$ cat config.mk
export PLATFORM = sky130hd
export DESIGN_NAME = adder_arbiter
export DESIGN_NICKNAME = d
export VERILOG_FILES = /design/src/rtl/adder_arbiter_pkg.sv /design/src/rtl/adder_arbiter_rr_arbiter.sv /design/src/rtl/adder_arbiter.sv
export SDC_FILE = /design/constraint.sdc
export NUM_CORES = 1
export LEC_CHECK = 0
export CORE_MARGIN = 2
export CORE_UTILIZATION = 44
export CTS_CLUSTER_SIZE = 12
export DETAILED_ROUTE_END_ITERATION = 10
export GPL_TIMING_DRIVEN = 0
export PLACE_DENSITY = 0.86
export SYNTH_ARGS = -nofsm -noshare
export SYNTH_HDL_FRONTEND = slang
export SYNTH_SLANG_ARGS = --single-unit
$ cat constraint.sdc
create_clock -name clk -period 14 [get_ports clk]
set_input_delay 2.1 -clock clk [delete_from_list [all_inputs] [get_ports clk]]
set_output_delay 2.1 -clock clk [all_outputs]
set_load 0.01 [all_outputs]
$ cat src/rtl/adder_arbiter_pkg.sv
// Shared types and helpers for the round-robin adder arbiter.
// Latency: n/a (types and combinational helper only).
// Backpressure: n/a.
package adder_arbiter_pkg;

   // Default operand/sum width
   localparam int W_DEFAULT = 16;

   // Widest requester vector the search helper handles
   localparam int MAX_REQ = 16;

   // IDLE: no result held; HOLD: a result is presented on the response channel
   typedef enum logic {
      IDLE = 1'b0,
      HOLD = 1'b1
   } state_t;

   // Rotating-priority search: first set bit of req, scanning upward from ptr
   // and wrapping within the n active lanes. Returns -1 when no bit is set.
   function automatic int rr_pick(input logic [MAX_REQ-1:0] req,
                                  input int                 ptr,
                                  input int                 n);
      int pick;
      int idx;
      pick = -1;
      for (int k = 0; k < MAX_REQ; k++) begin
         idx = (ptr + k) % n;
         if ((k < n) && (pick < 0) && (|(req & (MAX_REQ'(1) << idx)))) begin
            pick = idx;
         end
      end
      return pick;
   endfunction

endpackage

$ cat src/rtl/adder_arbiter_rr_arbiter.sv
// Round-robin grant selection: one-hot grant plus binary index, starting at ptr.
// Latency: purely combinational.
// Backpressure: enable=0 forces an all-zero grant; the pointer register lives in the parent.
module rr_arbiter
   import adder_arbiter_pkg::*;
#(
   parameter  int NREQ = 4,
   localparam int IDW  = $clog2(NREQ)
) (
   input  logic [NREQ-1:0] req,
   input  logic [IDW-1:0]  ptr,
   input  logic            enable,
   output logic [NREQ-1:0] grant,
   output logic [IDW-1:0]  idx
);

   logic [MAX_REQ-1:0] req_ext;
   int                 pick;

   // Search from the pointer and convert the winner into grant/index form
   always_comb begin
      req_ext             = '0;
      req_ext[NREQ-1:0]   = req;
      pick                = rr_pick(req_ext, int'(ptr), NREQ);
      grant               = '0;
      idx                 = '0;
      if (enable && (pick >= 0)) begin
         idx   = IDW'(pick);
         grant = NREQ'(1) << pick;
      end
   end

endmodule

$ cat src/rtl/adder_arbiter.sv
// Shares one registered W-bit adder among NREQ requesters with round-robin grants.
// Latency: one cycle from the accept edge to rsp_valid; one result per cycle at full rate.
// Backpressure: rsp_ready=0 freezes the held result and blocks all grants until released.
// Build option: define ADDER_ARBITER_SAT_EN for a saturating add (carry becomes the saturation flag).
module adder_arbiter
   import adder_arbiter_pkg::*;
#(
   parameter  int NREQ = 4,
   parameter  int W    = W_DEFAULT,
   localparam int IDW  = $clog2(NREQ)
) (
   input  logic            clk,
   input  logic            rst,
   input  logic [NREQ-1:0] req_valid,
   output logic [NREQ-1:0] req_ready,
   input  logic [NREQ*W-1:0] req_a,
   input  logic [NREQ*W-1:0] req_b,
   output logic            rsp_valid,
   input  logic            rsp_ready,
   output logic [IDW-1:0]  rsp_id,
   output logic [W-1:0]    rsp_sum,
   output logic            rsp_carry,
   output logic            busy
);

   state_t         state;
   state_t         state_nxt;
   logic [IDW-1:0] ptr;
   logic [IDW-1:0] win;
   logic           can_accept;
   logic           accept;
   logic [W-1:0]   a_win;
   logic [W-1:0]   b_win;
   logic [W:0]     sum_full;
   logic [W-1:0]   res_sum;
   logic           res_carry;

   // A new operand pair can be taken when nothing is held or the held result leaves this cycle
   assign can_accept = !rst && ((state == IDLE) || ((state == HOLD) && rsp_ready));

   rr_arbiter #(
      .NREQ (NREQ)
   ) u_rr_arbiter (
      .req    (req_valid),
      .ptr    (ptr),
      .enable (can_accept),
      .grant  (req_ready),
      .idx    (win)
   );

   assign accept = |req_ready;

   // Winner's operands through the shared adder, one extra bit for the carry
   assign a_win    = req_a[int'(win)*W +: W];
   assign b_win    = req_b[int'(win)*W +: W];
   assign sum_full = {1'b0, a_win} + {1'b0, b_win};

`ifdef ADDER_ARBITER_SAT_EN
   assign res_sum = sum_full[W] ? {W{1'b1}} : sum_full[W-1:0];
`else
   assign res_sum = sum_full[W-1:0];
`endif
   assign res_carry = sum_full[W];

   assign rsp_valid = (state == HOLD);
   assign busy      = rsp_valid || (|req_valid);

   // Next state: enter/stay in HOLD on accept, drop to IDLE once the result is taken with no replacement
   always_comb begin
      state_nxt = state;
      unique case (state)
         IDLE: if (accept) state_nxt = HOLD;
         HOLD: if (rsp_ready && !accept) state_nxt = IDLE;
         default: state_nxt = IDLE;
      endcase
   end

   // State, rotating pointer and response registers; the response only changes on accept
   always_ff @(posedge clk) begin
      if (rst) begin
         state     <= IDLE;
         ptr       <= '0;
         rsp_id    <= '0;
         rsp_sum   <= '0;
         rsp_carry <= 1'b0;
      end else begin
         state <= state_nxt;
         if (accept) begin
            ptr       <= (win == IDW'(NREQ-1)) ? '0 : win + IDW'(1);
            rsp_id    <= win;
            rsp_sum   <= res_sum;
            rsp_carry <= res_carry;
         end
      end
   end

endmodule

Yosys cells after proc, flatten, opt, wreduce, memory -nomap -nowiden
Index checks and enable logic that the tools add are counted.
- input bits: 135
- output and inout port bits: 25
- flip-flop bits (word level): 22
- word-level logic and storage cells: 60
- bitwise gates (word level): 8
- order comparisons: 4
- equal/unequal tests: 1
- mux-type cells: 10
- shifts and indexed selects: 7
- add/sub/neg operators: 5
- reduce and logical (&&, ||, !) cells: 20
- operators by type and width (cell ; count):
    $mux 32 ; 4
    $shiftx 64x7->16 ; 2
    $lt 32x1->1 const B ; 3
    $shl 1x32->16 const A ; 3
    $and 4x16->16 ; 4
    $reduce_or 16->1 ; 4
    $ge 32x1->1 const B ; 1
    $shl 1x32->4 const A ; 1
    $add 16x16->17 ; 1
    $shl 1x2->16 const A ; 1
    $reduce_or 4->1 ; 2
    $logic_and 1x1->1 ; 7
    $reduce_or 2->1 ; 3
    $add 2x1->2 const B ; 2
    $add 2x2->2 const B ; 2
    $mux 2 ; 2
    $mux 4 ; 1
    $and 1x1->1 const A ; 3
    $eq 2x2->1 const B ; 1
    $logic_not 1->1 ; 2
    $logic_or 1x1->1 ; 2
    $mux 1 ; 2
    $pmux 1 s2 ; 1
    $not 1->1 ; 1

Logic depth before layout (Yosys ltp)
Gate-level depths: netlist of run 1.
- word-level depth: 22
- gate-level depth with buffers: 20
- gate-level depth less buffers: 18

By module
Synthesis of run 1 repeated with hierarchy kept, for this count alone.
- cell total of the unflattened synthesis: 266
- area, all modules: 2626.3 um^2
- modules (own cells, without submodules) (module ; seq. area each (um^2) ; area an instance (um^2) ; cells each ; instances):
    adder_arbiter ; 440.4 ; 2322.2 ; 226 ; 1
    rr_arbiter ; 0.0 ; 304.0 ; 40 ; 1

Worst setup path before layout of run 1
OpenSTA, ideal clock, no wires.
- kind: input-to-reg
- from: input req_valid[2]
- to: register rsp_sum[14]
- buffers on the path: 2
- required time: 13.884 ns
- setup time: 0.116 ns
- stages: 18
- arrival time: 5.714 ns
- slack: 8.170 ns
- cell sequence: a22o_1 a221o_2 a21oi_2 o221ai_2 buf_6 nand2b_4 buf_6 o22ai_2 a21oi_2 ha_1 fa_1 a21o_1 a21oi_1 o311ai_0 a31oi_1 o21bai_1 a211o_1 a41o_1
- cells in the longest elaborated chain, start to end: 17
- elaborated cells between the ends (all ways): 27
- classes of those cells: 1 x add/sub; 4 x order compare; 3 x shift; 6 x mux; 4 x bitwise; 9 x reduce/logical
- ends and longest elaborated chain (item ; RTL line ; source):
    start, declared ; adder_arbiter.sv:14 ; input logic [NREQ-1:0] req_valid,
    $and 4x16->16 ; adder_arbiter_pkg.sv:28 ; if ((k < n) && (pick < 0) && (|(req & (MAX_REQ'(1) << idx)))) begin
    $reduce_or 16->1 ; adder_arbiter_pkg.sv:28 ;
    $mux 32 ; adder_arbiter_pkg.sv:28 ;
    $lt 32x1->1 ; adder_arbiter_pkg.sv:28 ;
    $logic_and 1x1->1 ; adder_arbiter_pkg.sv:28 ;
    $mux 32 ; adder_arbiter_pkg.sv:28 ;
    $lt 32x1->1 ; adder_arbiter_pkg.sv:28 ;
    $logic_and 1x1->1 ; adder_arbiter_pkg.sv:28 ;
    $mux 32 ; adder_arbiter_pkg.sv:28 ;
    $lt 32x1->1 ; adder_arbiter_pkg.sv:28 ;
    $logic_and 1x1->1 ; adder_arbiter_pkg.sv:28 ;
    $mux 32 * ; adder_arbiter_pkg.sv:28 ;
    $ge 32x1->1 ; adder_arbiter_rr_arbiter.sv:27 ; if (enable && (pick >= 0)) begin
    $logic_and 1x1->1 ; adder_arbiter_rr_arbiter.sv:27 ;
    $mux 2 ; adder_arbiter_rr_arbiter.sv:27 ;
    $shiftx 64x7->16 (on tied branches) ; adder_arbiter.sv:54, adder_arbiter.sv:55 ;
    $add 16x16->17 ; adder_arbiter.sv:56 ; assign sum_full = {1'b0, a_win} + {1'b0, b_win};
    end signal, assigned ; adder_arbiter.sv:91 ; rsp_sum <= res_sum;
    end, declared ; adder_arbiter.sv:21 ; output logic [W-1:0] rsp_sum,
Mark *: on every way between the ends. The rest lies on a longest branch, timed or not.
A chain may end at the register's enable or synchronous reset.

Final worst setup path of run 1
- from: input req_valid[0]
- to: output req_ready[2]
- cells in the longest elaborated chain, start to end: 15
- elaborated cells between the ends (all ways): 22
- classes of those cells: 4 x order compare; 1 x shift; 5 x mux; 4 x bitwise; 8 x reduce/logical
- ends and longest elaborated chain (item ; RTL line ; source):
    $and 4x16->16 ; adder_arbiter_pkg.sv:28 ;
    $reduce_or 16->1 ; adder_arbiter_pkg.sv:28 ;
    $mux 32 ; adder_arbiter_pkg.sv:28 ;
    $lt 32x1->1 ; adder_arbiter_pkg.sv:28 ;
    $logic_and 1x1->1 ; adder_arbiter_pkg.sv:28 ;
    $mux 32 ; adder_arbiter_pkg.sv:28 ;
    $lt 32x1->1 ; adder_arbiter_pkg.sv:28 ;
    $logic_and 1x1->1 ; adder_arbiter_pkg.sv:28 ;
    $mux 32 ; adder_arbiter_pkg.sv:28 ;
    $lt 32x1->1 ; adder_arbiter_pkg.sv:28 ;
    $logic_and 1x1->1 ; adder_arbiter_pkg.sv:28 ;
    $mux 32 * ; adder_arbiter_pkg.sv:28 ;
    $ge 32x1->1 ; adder_arbiter_rr_arbiter.sv:27 ;
    $logic_and 1x1->1 ; adder_arbiter_rr_arbiter.sv:27 ;
    $mux 4 * ; adder_arbiter_rr_arbiter.sv:27 ;
    end, declared ; adder_arbiter.sv:15 ; output logic [NREQ-1:0] req_ready,
Marks and branches as above.

==> results.py, run 1 <==
metrics = {
    "die": {
        "ios": 160,
        "num_rows": 30,
        "dieArea_sq_um": 7466,
        "core_sq_um": 6681,
        "die_h_um": 86.41,
        "initial_core_util_pct": 44.72,
        "fp.dieW_um": 86.41,
    },
    "routing": {
        "drcViolationCount": 0,
        "vias": 3512,
        "wl_per_cell_um": 16.35,
        "drt_pass1_iterations": 4,
        "via_per_inst": 5.739,
        "ant_nets": 0,
        "routed_wl_mm": 10.01,
        "drt_iter0_markers": 114,
    },
    "power": {
        "p_sw_uw": 474.6,
        "pwr-share-clk_pct": 6.2,
        "total_power_uw": 979.5,
        "vdd_ir_drop_max_uv": 104.0,
        "seq_power_share_pct": 10.5,
        "power.density_nw_per_um2": 206.2,
        "p_leak_nw": 1.804,
        "p_comb_share_pct": 83.3,
        "p_int_uw": 504.9,
        "switching_share_pct": 48.45,
    },
    "critical_path": {
        "worstPathBufferInverterCount": 4,
        "crit_family": "buffers and inverters",
        "slowest_delay_ns": 0.56,
        "crit_path_start_kind": "input pin",
        "critPathMaxFanout": 10,
        "worstPathRequired_ns": 11.90,
        "slowest_stage": "clkdlybuf4s50_1",
        "path_class": "input pin to output port",
        "worstPathArrival_ns": 4.96,
        "crit_chain": "clkdlybuf4s50_1 > a22oi_1 > and2_1 > a21oi_1 > o22ai_2 > buf_2 > buf_2 > nand2_1 > nor2_1 > clkdlybuf4s50_1",
        "setup.worst_path.end_class": "output port",
    },
    "timing": {
        "timing.hold.ws_ns": 0.4670,
        "setup_viol": 0,
        "period_share_pct": 50.40,
        "finalCriticalPeriod_ns": 7.056,
        "slew_viol_final": 0,
        "setup-tns-final_ns": 0,
        "fin_skew_ns": 0.0007096,
        "fmax_mhz": 141.7,
        "rsz0062_at_grt": "no",
        "finalHoldViolCount": 0,
        "relSlewSlack_pct": 56.31,
        "worstMarginPinSlew_ns": 0.6554,
    },
    "synth": {
        "netlist.area_leader.share_pct": 14.74,
        "yosys-top-cells-area": "dfxtp_1 15%, o22ai_2 12%, ha_1 8.4%",
        "synthTopCellsByCount": "52 x nor2_1, 32 x a21oi_1, 30 x nand2_1",
        "ys_seq_area_share_pct": 14.74,
        "synth_cell_types": 52,
        "synth_area_leader_cell": "dfxtp_1",
        "avgSynthCellArea_sq_um": 8.097,
        "yosysWarningCount": 0,
        "syn_nets": 525,
        "async_reset_ff_share_pct": 0,
        "syn-cell-area_sq_um": 2988,
        "synthFlopType": "dfxtp_1",
        "synth_edf_count": 0,
        "synthCells": 369,
        "ys_ff_latch": 22,
        "yosys.cell_count.top_type": "nor2_1",
    },
    "min_path": {
        "hp-class": "register to register",
    },
    "cells_and_area": {
        "fillCellCount": 536,
        "layout-drive-gt1-share_pct": 17.86,
        "diodes": 0,
        "area.growth.synth_to_final_pct": 59.00,
        "layout.cells.non_filler": 612,
        "final_area_sq_um": 4751,
        "layout.nets": 689,
    },
    "clock_tree": {
        "clk_path_buf_depth": 2,
        "cts-root-buf": "clkbuf_8",
        "ctsResizeCount": 0,
        "htreeDepth": 1,
        "cts.hold.buffers_added": 0,
        "clkTransAtPathRegs_ns": 0.08,
        "cts_buffers": 3,
        "clock_latency_ns": 0.27,
        "cts_setup_buffers": 0,
        "cts.sinks": 22,
        "cts_tree": "built",
    },
    "outcome": {
        "status": "finished, final reports clean",
    },
    "placed_design": {
        "post-place-cells": 608,
        "place_congestion": 0.9184,
        "port_buffers": 159,
        "hpwlAfterDp_mm": 8.259,
        "dpl_cell_area_sq_um": 4679,
    },
    "global_route": {
        "grt_pass1_wl_mm": 16.24,
        "grt_pass1_vias": 3589,
        "track_usage_pct": 26.76,
        "grt_max_degree": 14,
        "antenna_found_initial": 0,
        "grt_overflow_total": 0,
    },
    "run": {
        "cap_violations": 0,
    },
}
## flip-flops by register name, indices dropped and copies added, names as in the netlist
register   count
rsp_sum       16
ptr            2
rsp_id         2
rsp_carry      1
rsp_valid      1
## worst reg2reg max path, stage by stage (launching register included)
cell      delay (ns)
dfxtp_1         0.42
inv_1           0.11
ha_1            0.25
a22o_1          0.25
a221oi_2        0.21
a41oi_1         0.18
o221ai_2        0.30
buf_6           0.23
mux2_2          0.36
o22ai_2         0.13
a21oi_2         0.07
ha_1            0.24
fa_1            0.40
a21o_1          0.20
a21oi_1         0.31
o311ai_0        0.21
a31oi_1         0.31
o21bai_1        0.19
a211o_1         0.33
a41o_1          0.23
## stage by stage
stage          util [%]  setup slack, ns
6_report          71.10            6.944
2_1_floorplan         -            8.170
4_1_cts           71.10            6.982
3_3_place_gp      70.04            7.020
5_1_grt           71.10            6.735
3_5_place_dp      70.04            6.985
## power by group through the flow
stage / clock, mW / combinational, mW / sequential (mW)
CTS: 0.0605 / 0.813 / 0.103
finish: 0.0606 / 0.816 / 0.103
global placement: 0 / 0.788 / 0.103
global route: 0.0627 / 0.893 / 0.106
detailed placement: 0 / 0.809 / 0.104
floorplan: 0 / 0.583 / 0.111
## worst paths after layout
path | cells after the start | slack (ns) | from | end
worst max-delay path | 10 | 6.94 | req_valid[0] | req_ready[2]
worst min-delay path | 2 | 0.47 | rsp_sum[6]$_SDFFE_PP0P_ | rsp_sum[6]$_SDFFE_PP0P_
worst max register to register | 19 | 8.95 | ptr[0]$_SDFFE_PP0P_ | rsp_sum[14]$_SDFFE_PP0P_
worst min register to register | 2 | 0.47 | rsp_sum[6]$_SDFFE_PP0P_ | rsp_sum[6]$_SDFFE_PP0P_
## cells in the final DEF, fill, tap and decap left out, drive strengths merged, types with 20 or more instances in the layout
cell	netlist	layout
clkdlybuf4s50	0	159
nor2	52	52
ha	20	20
o22ai	33	33
buf	20	20
a21oi	57	57
nand2	30	30
dfxtp	22	22
mux2	32	32
## kinds of logic after synthesis
| kind of cell | synth area share [%] |
|---|---|
| AO/OA/AOI/OAI | 36.64 |
| XOR/XNOR | 2.932 |
| adder cells (fa/ha/maj) | 9.045 |
| buffers and inverters | 5.946 |
| flip-flops | 14.74 |
| multiplexers | 12.06 |
| AND/OR/NAND/NOR | 18.64 |
## final cells by class
type / instances / area, sq um / area share (%)
Buffer: 25 / 151.4 / 3.187
Timing Repair Buffer: 159 / 1592 / 33.50
Inverter: 7 / 26.28 / 0.5531
Clock inverter: 1 / 30.03 / 0.6321
Multi-Input combinational cell: 315 / 2370 / 49.88
Clock buffer: 3 / 41.29 / 0.8691
Tap cell: 80 / 100.1 / 2.107
Sequential cell: 22 / 440.4 / 9.270
## per-layer routing
layer	vias up	global-route usage, %	wire length [um]	part of all wire, %
met2	149	50.42	5197	52
met4	0	8.523	252	2.5
met1	1635	30.38	3890	39
li1	1701	-	-	-
met3	27	4.476	665	6.6
met5	-	0	0	0
No activity file was read; power rests on OpenSTA's default activity.
==> run 2, diff against run 1 <==
CORE_UTILIZATION = 37   (was 44)
PLACE_DENSITY = 0.77   (was 0.86)
clock period = 6.4 ns   (was 14 ns; I/O delays follow)
==> run 2 against run 1 <==
Effect of this change:
- combinational power up 120%
- critical path depth up 7
- die area up 18%
- clock skew up 0.00087 ns
- sequential cell count unchanged
- critical endpoint is now rsp_sum[14]$_SDFFE_PP0P_
==> results.py, run 2 (synthesized netlist as in run 1, its figures left out) <==
metrics = {
    "cells_and_area": {
        "final_area_sq_um": 4778,
        "layout_commonest_cell": "clkdlybuf4s50_1",
        "layout_common_cells": "159 x clkdlybuf4s50_1, 52 x nor2_1, 32 x a21oi_1",
        "layout-drive-gt1-share_pct": 17.86,
        "diodes": 0,
        "largest-register": "rsp_sum",
        "layout.cells.non_filler": 634,
        "largest_reg_flops": 16,
        "reg.largest.list": "rsp_sum (16), ptr (2), rsp_id (2)",
        "fillCellCount": 701,
        "area.growth.synth_to_final_pct": 59.92,
        "layout.nets": 689,
    },
    "global_route": {
        "grt_max_degree": 14,
        "track_usage_pct": 22.85,
        "antenna_found_initial": 0,
        "grt_pass1_wl_mm": 16.09,
        "grt_overflow_total": 0,
        "grt_pass1_vias": 3570,
    },
    "die": {
        "initial_core_util_pct": 38.47,
        "core_sq_um": 7767,
        "ios": 160,
        "fp.dieW_um": 93.86,
        "num_rows": 32,
        "die_h_um": 93.86,
        "dieArea_sq_um": 8810,
    },
    "critical_path": {
        "critPathMaxFanout": 10,
        "worstPathArrival_ns": 5.74,
        "reg2reg_slack_ns": 1.27,
        "worstPathRequired_ns": 6.58,
        "crit_start": "req_valid[2]",
        "setup.worst_path.end_class": "register",
        "path_class": "input pin to register",
        "crit_path_start_kind": "input pin",
        "reg2reg_from": "ptr[0]$_SDFFE_PP0P_",
    },
    "timing": {
        "finalCriticalPeriod_ns": 5.560,
        "period_share_pct": 86.87,
        "worstMarginPinSlew_ns": 0.6781,
        "fin_skew_ns": 0.001577,
        "rsz0062_at_grt": "no",
        "timing.hold.ws_ns": 0.4557,
        "setup-tns-final_ns": 0,
        "slew_viol_final": 0,
        "finalHoldViolCount": 0,
        "relSlewSlack_pct": 54.79,
        "setup_viol": 0,
        "fmax_mhz": 179.9,
    },
    "routing": {
        "drt_iter0_markers": 96,
        "drt_pass1_iterations": 4,
        "via_per_inst": 5.434,
        "wl_per_cell_um": 15.90,
        "drcViolationCount": 0,
        "routed_wl_mm": 10.08,
        "ant_nets": 0,
        "vias": 3445,
    },
    "clock_tree": {
        "clk_path_buf_depth": 2,
        "ctsResizeCount": 0,
        "cts.sinks": 22,
        "clock_latency_ns": 0.28,
        "cts_setup_buffers": 0,
        "htreeDepth": 1,
        "clkTransAtPathRegs_ns": 0.08,
        "cts-root-buf": "clkbuf_8",
        "cts_tree": "built",
        "cts_buffers": 3,
        "cts.hold.buffers_added": 0,
    },
    "placed_design": {
        "post-place-cells": 630,
        "place_congestion": 0.8125,
        "port_buffers": 159,
        "dpl_cell_area_sq_um": 4707,
        "hpwlAfterDp_mm": 8.336,
    },
    "min_path": {
        "hp-start": "rsp_sum[5]$_SDFFE_PP0P_",
        "hp-class": "register to register",
    },
    "power": {
        "power.density_nw_per_um2": 446.2,
        "total_power_mw": 2.132,
        "p_leak_nw": 1.804,
        "vdd_ir_drop_max_uv": 255.9,
    },
    "outcome": {
        "status": "finished, final reports clean",
    },
    "run": {
        "cap_violations": 0,
    },
}
[run 2: where the power goes]
| part | switching, mW | total, mW | internal [mW] |
|---|---|---|---|
| registers | 0.0317 | 0.222 | 0.190 |
| clock network | 0.0508 | 0.135 | 0.0838 |
| logic | 0.947 | 1.78 | 0.829 |
[run 2: per-layer routing]
layer,GRT usage (%),routed length (um),vias to the layer above
met5,0,0,-
met4,8.696,273,0
met3,5.377,760,25
met2,42.02,5123,132
met1,25.22,3923,1595
li1,-,-,1693
[run 2: worst paths after layout]
path / cells past startpoint / endpoint
hold / removal: 2 / rsp_sum[5]$_SDFFE_PP0P_
setup reg to reg: 18 / rsp_sum[14]$_SDFFE_PP0P_
setup / recovery: 17 / rsp_sum[14]$_SDFFE_PP0P_
hold reg to reg: 2 / rsp_sum[5]$_SDFFE_PP0P_
[run 2: critical path, stage by stage]
cell and delay, ns:
clkdlybuf4s50_1 0.49, a22o_1 0.29, a221oi_2 0.24, a41oi_1 0.20, o221ai_2 0.32, buf_2 0.33
mux2_1 0.39, o22ai_2 0.14, a21oi_2 0.11, fa_1 0.50, a21o_1 0.20, a21oi_1 0.30
o311ai_0 0.21, a31oi_1 0.31, o21bai_1 0.20, a211o_1 0.33, a41o_1 0.23
[run 2: cell type report]
| cell class | count | area [sq um] | share of cell area [%] |
|---|---|---|---|
| multi-input cells | 315 | 2370 | 49.59 |
| repair buffers | 159 | 1592 | 33.31 |
| flip-flops and latches | 22 | 440.4 | 9.217 |
| plain buffers | 25 | 151.4 | 3.168 |
| well taps | 102 | 127.6 | 2.671 |
| clock buffers | 3 | 41.29 | 0.8641 |
| clock inverters | 1 | 30.03 | 0.6284 |
| inverters | 7 | 26.28 | 0.5499 |
[run 2: through the flow]
stage | utilization (%) | setup slack [ns]
after floorplan | - | 1.710
after CTS | 61.52 | 0.8719
after global routing | 61.52 | 0.5449
after detailed placement | 60.60 | 0.5963
after global placement | 60.60 | 0.7404
final | 61.52 | 0.8404
==> run 3, diff against run 2 <==
CAP_MARGIN = 20   (was default)
==> results of run 3 <==
Same layout as run 2: the final DEF is identical, and so are final timing and power.
